[config.mk]
export PLATFORM = sky130hd
export DESIGN_NAME = bh1750_i2c_target
export DESIGN_NICKNAME = d
export VERILOG_FILES = /design/src/rtl/bh1750_pkg.sv /design/src/rtl/i2c_bus_sync.sv /design/src/rtl/bh1750_i2c_target.sv
export SDC_FILE = /design/constraint.sdc
export NUM_CORES = 1
export LEC_CHECK = 0
export ABC_AREA = 0
export CAP_MARGIN = 20
export CELL_PAD_IN_SITES_DETAIL_PLACEMENT = 1
export CELL_PAD_IN_SITES_GLOBAL_PLACEMENT = 1
export CORE_MARGIN = 3
export CORE_UTILIZATION = 46
export CTS_BUF_LIST = sky130_fd_sc_hd__clkbuf_8
export DETAILED_ROUTE_END_ITERATION = 10
export PLACE_DENSITY = 0.92
export SYNTH_ARGS = -nofsm -noshare
export SYNTH_HDL_FRONTEND = slang
export SYNTH_SLANG_ARGS = --single-unit
[constraint.sdc]
create_clock -name clk -period 4.35 [get_ports clk]
set_clock_uncertainty 0.05 [all_clocks]
set_input_delay 0.87 -clock clk [delete_from_list [all_inputs] [get_ports clk]]
set_output_delay 0.87 -clock clk [all_outputs]
set_load 0.02 [all_outputs]
[src/rtl/bh1750_pkg.sv]
// Shared BH1750 definitions: FSM states, opcodes and read-byte selection.
package bh1750_pkg;

  typedef enum logic [2:0] {
    StIdle,
    StAddr,
    StAddrAck,
    StWrByte,
    StWrAck,
    StRdByte,
    StRdAck,
    StWaitStop
  } state_e;

  localparam logic [7:0] OP_PWR_DOWN   = 8'h00;
  localparam logic [7:0] OP_PWR_ON     = 8'h01;
  localparam logic [7:0] OP_RESET      = 8'h07;
  localparam logic [7:0] OP_MODE_CHR   = 8'h10;
  localparam logic [7:0] OP_MODE_CHR2  = 8'h11;
  localparam logic [7:0] OP_MODE_CLR   = 8'h13;
  localparam logic [7:0] OP_MODE_OTH   = 8'h20;
  localparam logic [7:0] OP_MODE_OTH2  = 8'h21;
  localparam logic [7:0] OP_MODE_OTL   = 8'h23;
  localparam logic [7:0] DEFAULT_MODE  = OP_MODE_CHR;

  function automatic logic is_mode_op(input logic [7:0] op);
    case (op)
      OP_MODE_CHR, OP_MODE_CHR2, OP_MODE_CLR,
      OP_MODE_OTH, OP_MODE_OTH2, OP_MODE_OTL: return 1'b1;
      default:                                return 1'b0;
    endcase
  endfunction

  // Bytes past the 16-bit measurement read as all ones; the index never wraps.
  function automatic logic [7:0] read_byte_sel(input logic [15:0] data, input logic [1:0] idx);
    case (idx)
      2'd0:    return data[15:8];
      2'd1:    return data[7:0];
      default: return 8'hFF;
    endcase
  endfunction

endpackage

[src/rtl/i2c_bus_sync.sv]
// I2C pin synchronizer with SCL edge and START/STOP condition detection.
module i2c_bus_sync #(
  parameter int unsigned SYNC_STAGES = 2
) (
  input  logic clk,
  input  logic reset,
  input  logic scl_in,
  input  logic sda_in,
  output logic sda,
  output logic scl_rise,
  output logic scl_fall,
  output logic start,
  output logic stop
);

  logic [SYNC_STAGES-1:0] scl_sync_q;
  logic [SYNC_STAGES-1:0] sda_sync_q;
  logic                   scl_prev_q;
  logic                   sda_prev_q;
  logic                   scl;

  // Synchronize raw pins and keep a one-cycle-old copy of the synchronized levels.
  always_ff @(posedge clk) begin
    if (!reset) begin
      scl_sync_q <= '1;
      sda_sync_q <= '1;
      scl_prev_q <= 1'b1;
      sda_prev_q <= 1'b1;
    end else begin
      scl_sync_q <= {scl_sync_q[SYNC_STAGES-2:0], scl_in};
      sda_sync_q <= {sda_sync_q[SYNC_STAGES-2:0], sda_in};
      scl_prev_q <= scl_sync_q[SYNC_STAGES-1];
      sda_prev_q <= sda_sync_q[SYNC_STAGES-1];
    end
  end

  assign scl      = scl_sync_q[SYNC_STAGES-1];
  assign sda      = sda_sync_q[SYNC_STAGES-1];
  assign scl_rise = scl & ~scl_prev_q;
  assign scl_fall = ~scl & scl_prev_q;
  // SDA edges only count as conditions when SCL was high on both samples.
  assign start    = scl & scl_prev_q & sda_prev_q & ~sda;
  assign stop     = scl & scl_prev_q & ~sda_prev_q & sda;

endmodule

[src/rtl/bh1750_i2c_target.sv]
// BH1750 light-sensor emulation as an I2C target: opcode decode on write, 16-bit result on read.
module bh1750_i2c_target
  import bh1750_pkg::*;
#(
  parameter logic [6:0]  DEV_ADDR    = 7'h23,
  parameter int unsigned SYNC_STAGES = 2
) (
  input  logic        clk,
  input  logic        reset,
  input  logic        scl_in,
  input  logic        sda_in,
  output logic        sda_out,
  output logic        sda_dir,
  input  logic [15:0] meas_data,
  output logic        powered,
  output logic [7:0]  mode,
  output logic        cmd_valid,
  output logic [7:0]  cmd_byte,
  output logic        meas_reset,
  output logic        busy
);

  logic sda, scl_rise, scl_fall, start_det, stop_det;

  i2c_bus_sync #(
    .SYNC_STAGES(SYNC_STAGES)
  ) u_bus_sync (
    .clk     (clk),
    .reset   (reset),
    .scl_in  (scl_in),
    .sda_in  (sda_in),
    .sda     (sda),
    .scl_rise(scl_rise),
    .scl_fall(scl_fall),
    .start   (start_det),
    .stop    (stop_det)
  );

  state_e      state_q, state_d;
  logic [7:0]  shift_q, shift_d;
  logic [2:0]  bit_cnt_q, bit_cnt_d;
  logic        byte_done_q, byte_done_d;  // all bits of the current byte handled
  logic        rw_q, rw_d;
  logic        nack_q, nack_d;
  logic [1:0]  byte_idx_q, byte_idx_d;
  logic [15:0] shadow_q, shadow_d;
  logic        sda_dir_q, sda_dir_d;
  logic        powered_q, powered_d;
  logic [7:0]  mode_q, mode_d;
  logic        cmd_valid_q, cmd_valid_d;
  logic [7:0]  cmd_byte_q, cmd_byte_d;
  logic        meas_reset_q, meas_reset_d;
  logic        busy_q, busy_d;

  logic [1:0]  next_idx;
  logic [7:0]  cur_byte, next_byte;

  assign next_idx  = (byte_idx_q == 2'd3) ? 2'd3 : byte_idx_q + 2'd1;
  assign cur_byte  = read_byte_sel(shadow_q, byte_idx_q);
  assign next_byte = read_byte_sel(shadow_q, next_idx);

  // State and output registers.
  always_ff @(posedge clk) begin
    if (!reset) begin
      state_q      <= StIdle;
      shift_q      <= '0;
      bit_cnt_q    <= 3'd7;
      byte_done_q  <= 1'b0;
      rw_q         <= 1'b0;
      nack_q       <= 1'b0;
      byte_idx_q   <= '0;
      shadow_q     <= '0;
      sda_dir_q    <= 1'b0;
      powered_q    <= 1'b0;
      mode_q       <= DEFAULT_MODE;
      cmd_valid_q  <= 1'b0;
      cmd_byte_q   <= '0;
      meas_reset_q <= 1'b0;
      busy_q       <= 1'b0;
    end else begin
      state_q      <= state_d;
      shift_q      <= shift_d;
      bit_cnt_q    <= bit_cnt_d;
      byte_done_q  <= byte_done_d;
      rw_q         <= rw_d;
      nack_q       <= nack_d;
      byte_idx_q   <= byte_idx_d;
      shadow_q     <= shadow_d;
      sda_dir_q    <= sda_dir_d;
      powered_q    <= powered_d;
      mode_q       <= mode_d;
      cmd_valid_q  <= cmd_valid_d;
      cmd_byte_q   <= cmd_byte_d;
      meas_reset_q <= meas_reset_d;
      busy_q       <= busy_d;
    end
  end

  // Next-state logic: bus conditions first, then per-state SCL edge handling.
  always_comb begin
    state_d      = state_q;
    shift_d      = shift_q;
    bit_cnt_d    = bit_cnt_q;
    byte_done_d  = byte_done_q;
    rw_d         = rw_q;
    nack_d       = nack_q;
    byte_idx_d   = byte_idx_q;
    shadow_d     = shadow_q;
    sda_dir_d    = sda_dir_q;
    powered_d    = powered_q;
    mode_d       = mode_q;
    cmd_valid_d  = 1'b0;
    cmd_byte_d   = cmd_byte_q;
    meas_reset_d = 1'b0;
    busy_d       = busy_q;

    if (start_det) begin
      state_d     = StAddr;
      bit_cnt_d   = 3'd7;
      byte_done_d = 1'b0;
      sda_dir_d   = 1'b0;
    end else if (stop_det) begin
      state_d   = StIdle;
      sda_dir_d = 1'b0;
      busy_d    = 1'b0;
    end else begin
      unique case (state_q)
        StIdle: ;

        StAddr, StWrByte: begin
          if (scl_rise && !byte_done_q) begin
            shift_d = {shift_q[6:0], sda};
            if (bit_cnt_q == 3'd0) byte_done_d = 1'b1;
            else                   bit_cnt_d   = bit_cnt_q - 3'd1;
          end else if (scl_fall && byte_done_q) begin
            if (state_q == StAddr) begin
              if (shift_q[7:1] == DEV_ADDR) begin
                state_d   = StAddrAck;
                sda_dir_d = 1'b1;
                busy_d    = 1'b1;
                rw_d      = shift_q[0];
              end else begin
                state_d = StWaitStop;
              end
            end else begin
              state_d     = StWrAck;
              sda_dir_d   = 1'b1;
              cmd_valid_d = 1'b1;
              cmd_byte_d  = shift_q;
              if (shift_q == OP_PWR_DOWN)      powered_d    = 1'b0;
              else if (shift_q == OP_PWR_ON)   powered_d    = 1'b1;
              else if (shift_q == OP_RESET)    meas_reset_d = powered_q;
              else if (is_mode_op(shift_q))    mode_d       = shift_q;
            end
          end
        end

        StAddrAck: begin
          if (scl_fall) begin
            bit_cnt_d   = 3'd7;
            byte_done_d = 1'b0;
            if (!rw_q) begin
              state_d   = StWrByte;
              sda_dir_d = 1'b0;
            end else begin
              // Freeze the measurement for the whole read so bytes never tear.
              shadow_d   = meas_data;
              byte_idx_d = 2'd0;
              state_d    = StRdByte;
              sda_dir_d  = ~meas_data[15];
              bit_cnt_d  = 3'd6;
            end
          end
        end

        StWrAck: begin
          if (scl_fall) begin
            state_d     = StWrByte;
            sda_dir_d   = 1'b0;
            bit_cnt_d   = 3'd7;
            byte_done_d = 1'b0;
          end
        end

        StRdByte: begin
          if (scl_fall) begin
            if (byte_done_q) begin
              state_d   = StRdAck;
              sda_dir_d = 1'b0;
            end else begin
              sda_dir_d = ~cur_byte[bit_cnt_q];
              if (bit_cnt_q == 3'd0) byte_done_d = 1'b1;
              else                   bit_cnt_d   = bit_cnt_q - 3'd1;
            end
          end
        end

        StRdAck: begin
          if (scl_rise) begin
            nack_d = sda;
          end else if (scl_fall) begin
            if (nack_q) begin
              state_d = StWaitStop;
            end else begin
              byte_idx_d  = next_idx;
              state_d     = StRdByte;
              sda_dir_d   = ~next_byte[7];
              bit_cnt_d   = 3'd6;
              byte_done_d = 1'b0;
            end
          end
        end

        StWaitStop: ;

        default: state_d = StIdle;
      endcase
    end
  end

  assign sda_out    = 1'b0;
  assign sda_dir    = sda_dir_q;
  assign powered    = powered_q;
  assign mode       = mode_q;
  assign cmd_valid  = cmd_valid_q;
  assign cmd_byte   = cmd_byte_q;
  assign meas_reset = meas_reset_q;
  assign busy       = busy_q;

endmodule

[Word-level counts from Yosys, hierarchy flattened]
Index checks and enable logic that the tools add are counted.
Word-level totals
  flip-flop bits (word level): 62
Cells by class
  $add $sub $neg: 2
  $lt $le $gt $ge: 1
  equality and inequality tests: 42
  mux-type cells: 77
  bitwise operators: 24
  reduce and logical (&&, ||, !) cells: 37
Operators by type and width (count)
  $mux W3: 20
  $mux W1: 42
  $ne A4 B4 Y1 const B: 8
  $pmux W8 S2: 2
  $pmux W3 S5: 2
  $reduce_and A10 Y1: 3
  $ne A2 B2 Y1 const B: 14
  $reduce_and A9 Y1: 3
  $eq A8 B5 Y1 const B: 3
  $eq A8 B6 Y1 const B: 3
  $not A1 Y1: 17
  $mux W2: 7
  $reduce_and A7 Y1: 2
  $reduce_and A6 Y1: 2
  $reduce_bool A2 Y1: 6
  $reduce_or A6 Y1: 2
  $reduce_or A10 Y1: 1
  $eq A3 B3 Y1 const B: 3
  $eq A8 B1 Y1 const B: 1
  $eq A8 B3 Y1 const B: 1
  $logic_not A8 Y1: 1
  $reduce_and A4 Y1: 2
  $reduce_and A8 Y1: 1
  $and A1 B1 Y1: 7
  24 further kinds: 30

[Longest topological paths before layout]
  depth after elaboration: 13
  mapped depth: 7
  mapped depth without buffers: 7

[Modules after synthesis]
Synthesis repeated with hierarchy kept, for this count alone.
Second synthesis, totals
  cells, all modules: 318
  area, all modules: 2839.0 µm²
By module, submodules not included
  bh1750_i2c_target: times used 1, cells an instance 302, area an instance 2648.8 µm²
  i2c_bus_sync: times used 1, cells an instance 16, area an instance 190.2 µm²

[Least setup slack after synthesis]
Ideal clock, no wire load.
  path type: in2reg
  start point: in reset
  end point: reg bit_cnt_q[0]
  library setup time: 0.122 ns
  arrival time: 1.590 ns
  data required time: 4.178 ns
  slack: 2.588 ns
  stages: 3
  buffers on the path: 1
  cells stage by stage: clkbuf_1 -> o21ai_0 -> a311o_1
Between the ends
  word-level cells in the longest chain between the ends: 2
Ends and longest elaborated chain
  from (decl): RTL line bh1750_i2c_target.sv:9  | input logic reset,
  $not A1 Y1 (no line)
  $reduce_or A2 Y1 (no line)
  to (signal assigned): RTL line bh1750_i2c_target.sv:83  | bit_cnt_q <= bit_cnt_d;
  to (decl): RTL line bh1750_i2c_target.sv:41  | logic [2:0] bit_cnt_q, bit_cnt_d;
Every way passes these cells.
A chain may end at the register's enable or synchronous reset.

[Final worst setup path]
  start point: reg state_q[2]
  end point: reg shadow_q[12]
Between the ends
  word-level cells in the longest chain between the ends: 2
Ends and longest elaborated chain
  from (decl): RTL line bh1750_i2c_target.sv:39  | state_e state_q, state_d;
  from (signal assigned): RTL line bh1750_i2c_target.sv:65  | state_q <= StIdle;
  from (signal assigned): RTL line bh1750_i2c_target.sv:81  | state_q <= state_d;
  $eq A3 B2 Y1: RTL line bh1750_i2c_target.sv:127  | unique case (state_q)
  $reduce_and A5 Y1 (no line)
  to (signal assigned): RTL line bh1750_i2c_target.sv:88  | shadow_q <= shadow_d;
  to (decl): RTL line bh1750_i2c_target.sv:46  | logic [15:0] shadow_q, shadow_d;
Every way passes these cells.

==> impl_metrics.prom <==
# TYPE chip_impl_metric gauge
chip_impl_metric{name="avgSynthCellArea",unit="um^2"} 8.93
chip_impl_info{name="setup_repair_after_global_routing_missed_its_margin",value="no"} 1
chip_impl_metric{name="vias_per_cell",unit=""} 5.76
chip_impl_metric{name="grt_pass1_wl",unit="mm"} 13.1
chip_impl_metric{name="grtUsageMet1",unit="%"} 28.9
chip_impl_metric{name="worst_setup_hold_path_clk_slew",unit="ns"} 0.06
chip_impl_info{name="cp_cell_sequence",value="nand2b_1 -> nor2_2 -> nand2_1 -> nand2_1 -> a21boi_0"} 1
chip_impl_info{name="synth_top_cells_by_area",value="sky130_fd_sc_hd__dfxtp_1, sky130_fd_sc_hd__mux2i_1, sky130_fd_sc_hd__a21boi_0, sky130_fd_sc_hd__nor2b_1, sky130_fd_sc_hd__nand2_1"} 1
chip_impl_metric{name="clockPowerShare",unit="%"} 41.5
chip_impl_info{name="cpMostUsedCell",value="sky130_fd_sc_hd__nand2_1"} 1
chip_impl_metric{name="hpwl",unit="mm"} 5.11
chip_impl_metric{name="timing.critical_path.buf_inv",unit=""} 0
chip_impl_metric{name="cellLeakagePower",unit="nW"} 1.21
chip_impl_metric{name="peak_supply_drop",unit="mV"} 0.201
chip_impl_metric{name="finalWeightedCongestion",unit=""} 0.787
chip_impl_metric{name="layout_worst_path_cycle_share",unit="%"} 58.4
chip_impl_info{name="worst-setup-path-type",value="flop to flop"} 1
chip_impl_metric{name="maxSlewHeadroom",unit="%"} 38.3
chip_impl_metric{name="finish.net_count",unit=""} 377
chip_impl_metric{name="gr_layer_usage_met2",unit="%"} 36.4
chip_impl_metric{name="route.detailed.drc",unit=""} 0
chip_impl_metric{name="wl_per_cell",unit="um"} 17.5
chip_impl_metric{name="fraction_of_layout_instances_using_a_drive_strength_above_1",unit="%"} 5.85
chip_impl_metric{name="totalNegativeSetupSlack",unit="ns"} 0
chip_impl_metric{name="timing_max_transition_violations_final",unit=""} 0
chip_impl_metric{name="critical_path_required",unit="ns"} 4.52
chip_impl_metric{name="period_minus_ws_final",unit="ns"} 2.54
chip_impl_metric{name="floorplan.die.height",unit="um"} 85.6
chip_impl_metric{name="grt_antenna_before_repair",unit=""} 0
chip_impl_metric{name="clock_buffer_count_from_cts",unit=""} 9
chip_impl_metric{name="seq_area",unit="mm^2"} 0.00124
chip_impl_metric{name="clock_sinks",unit=""} 62
chip_impl_metric{name="globalRouteMet3Util",unit="%"} 5.00
chip_impl_metric{name="synth_seq_cells",unit=""} 62
chip_impl_metric{name="worst-r2r-cell-count",unit=""} 5
chip_impl_info{name="grt.busiest_layer",value="met2"} 1
chip_impl_info{name="synth_flop_cell",value="sky130_fd_sc_hd__dfxtp_1"} 1
chip_impl_metric{name="dieArea",unit="mm^2"} 0.00732
chip_impl_metric{name="grt_start_max_net_pins",unit=""} 55
chip_impl_info{name="timing.critical_path.to_type",value="flop"} 1
chip_impl_metric{name="fillCellCount",unit=""} 726
chip_impl_metric{name="yosysSeqAreaShare",unit="%"} 42.6
chip_impl_metric{name="floorplan.rows",unit=""} 28
chip_impl_metric{name="grtUsageTotal",unit="%"} 22.7
chip_impl_metric{name="cellPowerDensity",unit="mW/mm^2"} 307
chip_impl_info{name="cts_root_buffer_type",value="sky130_fd_sc_hd__clkbuf_8"} 1
chip_impl_metric{name="io_pins",unit=""} 42
chip_impl_info{name="outcome",value="finished clean"} 1
chip_impl_metric{name="min_path_cells",unit=""} 1
chip_impl_metric{name="share_seq_of_total_power",unit="%"} 54.1
chip_impl_metric{name="post-cts-setup-buffer-count",unit=""} 0
chip_impl_metric{name="ant_cells",unit=""} 0
chip_impl_metric{name="worst-path-max-fanout",unit=""} 20
chip_impl_metric{name="setup_viol",unit=""} 0
chip_impl_metric{name="switching_share",unit="%"} 23.7
chip_impl_metric{name="postCtsResizedCells",unit=""} 0
chip_impl_metric{name="port-buffer-count",unit=""} 40
chip_impl_metric{name="floorplan.initialDensity",unit="%"} 48.3
chip_impl_metric{name="yosysUniqueCellTypes",unit=""} 52
chip_impl_metric{name="final_core_area_utilization",unit="%"} 57.6
chip_impl_metric{name="globalRouteOverflowTotal",unit=""} 0
chip_impl_metric{name="post_synthesis_async_set_or_reset_flop_share",unit="%"} 0
chip_impl_metric{name="max_stage_delay",unit="ns"} 0.67
chip_impl_metric{name="design.core.area",unit="mm^2"} 0.00603
chip_impl_metric{name="grt_pass1_vias",unit=""} 2598
chip_impl_metric{name="syn_to_final_growth",unit="%"} 19.3
chip_impl_info{name="critPathTopFamily",value="simple AND/OR/NAND/NOR gates"} 1
chip_impl_info{name="synth_commonest_cells",value="sky130_fd_sc_hd__dfxtp_1, sky130_fd_sc_hd__nand2_1, sky130_fd_sc_hd__a21boi_0, sky130_fd_sc_hd__mux2i_1, sky130_fd_sc_hd__nor2b_1"} 1
chip_impl_info{name="tritoncts",value="done"} 1
chip_impl_metric{name="tightest_slew",unit="ns"} 0.915
chip_impl_metric{name="intPower",unit="mW"} 0.813
chip_impl_metric{name="cp_data_arrival_time",unit="ns"} 2.71
chip_impl_metric{name="synthesis.area",unit="mm^2"} 0.00291
chip_impl_metric{name="max-cap-violations",unit=""} 0
chip_impl_metric{name="clock_tree.buffer_depth",unit=""} 2
chip_impl_metric{name="number_of_violations_reported_at_the_end_of_detailed_routing_iteration_0",unit=""} 174
chip_impl_metric{name="multi_input_area",unit="mm^2"} 0.00154
chip_impl_metric{name="power.net_switching",unit="mW"} 0.252
chip_impl_metric{name="ant_nets",unit=""} 0
chip_impl_metric{name="cts-htree-levels",unit=""} 3
chip_impl_metric{name="synthCells",unit=""} 326
chip_impl_metric{name="post_cts_hold_fix_bufs",unit=""} 0
chip_impl_info{name="critPathSlowestCell",value="sky130_fd_sc_hd__nor2_2"} 1
chip_impl_info{name="yosys.cell_count.top_type",value="sky130_fd_sc_hd__dfxtp_1"} 1
chip_impl_metric{name="vias",unit=""} 2501
chip_impl_metric{name="drtPass1Iterations",unit=""} 4
chip_impl_metric{name="synth_top_area_share",unit="%"} 42.6
chip_impl_metric{name="ys.warnings.count",unit=""} 0
chip_impl_info{name="post-synth-top-area-cell",value="sky130_fd_sc_hd__dfxtp_1"} 1
chip_impl_metric{name="combinationalPowerShare",unit="%"} 4.5
chip_impl_metric{name="cp.depth",unit=""} 5
chip_impl_metric{name="timing_hold_violations_final",unit=""} 0
chip_impl_metric{name="worst_skew_pair.late_latency",unit="ns"} 0.35
chip_impl_info{name="holdCritPathClass",value="flop to flop"} 1
chip_impl_metric{name="synth_enable_flop_cells",unit=""} 0
chip_impl_metric{name="post_synthesis_net_count",unit=""} 348
chip_impl_metric{name="route.final.wire_length",unit="mm"} 7.59
chip_impl_metric{name="max_freq",unit="GHz"} 0.394
chip_impl_metric{name="die-width",unit="um"} 85.6
chip_impl_info{name="startpoint_type",value="flop"} 1
==> layout by cell type (no fill, tap or decap), drive strengths merged, types with 2 or more instances in the layout <==
cell type / n
dfxtp: 62
clkdlybuf4s50: 40
nand2: 35
a21boi: 26
mux2i: 22
nor2b: 22
nand3: 20
o21ai: 20
nand2b: 17
nor2: 11
clkbuf: 10
a21oi: 7
and3: 6
inv: 6
nand4: 5
a221oi: 3
nor3: 3
o21bai: 3
nor4: 3
xor2: 2
o211ai: 2
a31oi: 2
o21a: 2
nor3b: 2
ha: 2
buf: 2
a211oi: 2
clkinv: 2
==> worst paths after layout <==
kind | slack (ns) | startpoint | end
setup / recovery | 1.81 | state_q[2] | shadow_q[12]
hold / removal | 0.36 | u_bus_sync.sda_sync_q[0] | u_bus_sync.sda_sync_q[1]
hold reg to reg | 0.36 | u_bus_sync.sda_sync_q[0] | u_bus_sync.sda_sync_q[1]
setup reg to reg | 1.81 | state_q[2] | shadow_q[12]
==> power by group through the flow <==
stage               combinational [mW]  clock [mW]  sequential [mW]
floorplan                       0.0264           0            0.586
finish                          0.0478       0.441            0.575
detailed placement              0.0475           0            0.588
CTS                             0.0478       0.452            0.575
global placement                0.0461           0            0.588
global route                    0.0522       0.473            0.576
==> worst reg2reg max path, delay by kind of cell, from the launching register on <==
kind             cells  cell delay [ns]
AND/OR/NAND/NOR      4             1.76
flip-flops           1             0.50
AO/OA/AOI/OAI        1             0.12
==> final cells by class <==
type	instances	share of cell area (%)
inverter	4	0.432
clock buffer	10	3.96
timing repair buffer	42	12.0
multi-input combinational	236	44.4
clock inverter	5	0.829
sequential	62	35.7
tap	75	2.70
==> through the flow <==
step	instance area (um^2)	std cells	setup WS, ns	hold WS (ns)	total power [mW]
after global routing	3470	434	1.62	0.396	1.10
after CTS	3470	434	1.85	0.368	1.08
after detailed placement	3310	419	1.89	0.351	0.636
final	3470	434	1.81	0.363	1.06
after floorplan	2910	326	2.59	0.336	0.612
after global placement	3310	419	1.97	0.338	0.634
==> state kept, by name, indices dropped and copies added, names as in the netlist, 2 cells and up <==
signal / count
shift_q: 8
byte_idx_q: 2
cmd_byte: 8
state_q: 3
u_bus_sync.scl_sync_q: 2
mode: 8
bit_cnt_q: 3
u_bus_sync.sda_sync_q: 2
shadow_q: 16
==> metal layers <==
metal / routed length (um) / vias up / share of wire (%)
met5: 0 / - / 0
met4: 182 / 0 / 2.4
met3: 282 / 18 / 3.7
met2: 3610 / 53 / 48
met1: 3510 / 1220 / 46
li1: - / 1210 / -
==> kinds of logic after synthesis <==
| kind of cell | Yosys count | share of synthesized area (%) |
|---|---|---|
| AO/OA/AOI/OAI | 77 | 18.5 |
| XOR/XNOR | 2 | 0.602 |
| adder cells (fa/ha/maj) | 2 | 0.859 |
| buffers and inverters | 28 | 4.47 |
| flip-flops | 62 | 42.6 |
| multiplexers | 23 | 8.34 |
| other | 1 | 0.129 |
| AND/OR/NAND/NOR | 131 | 24.5 |
Note: power is estimated with default switching activity, not from simulation.
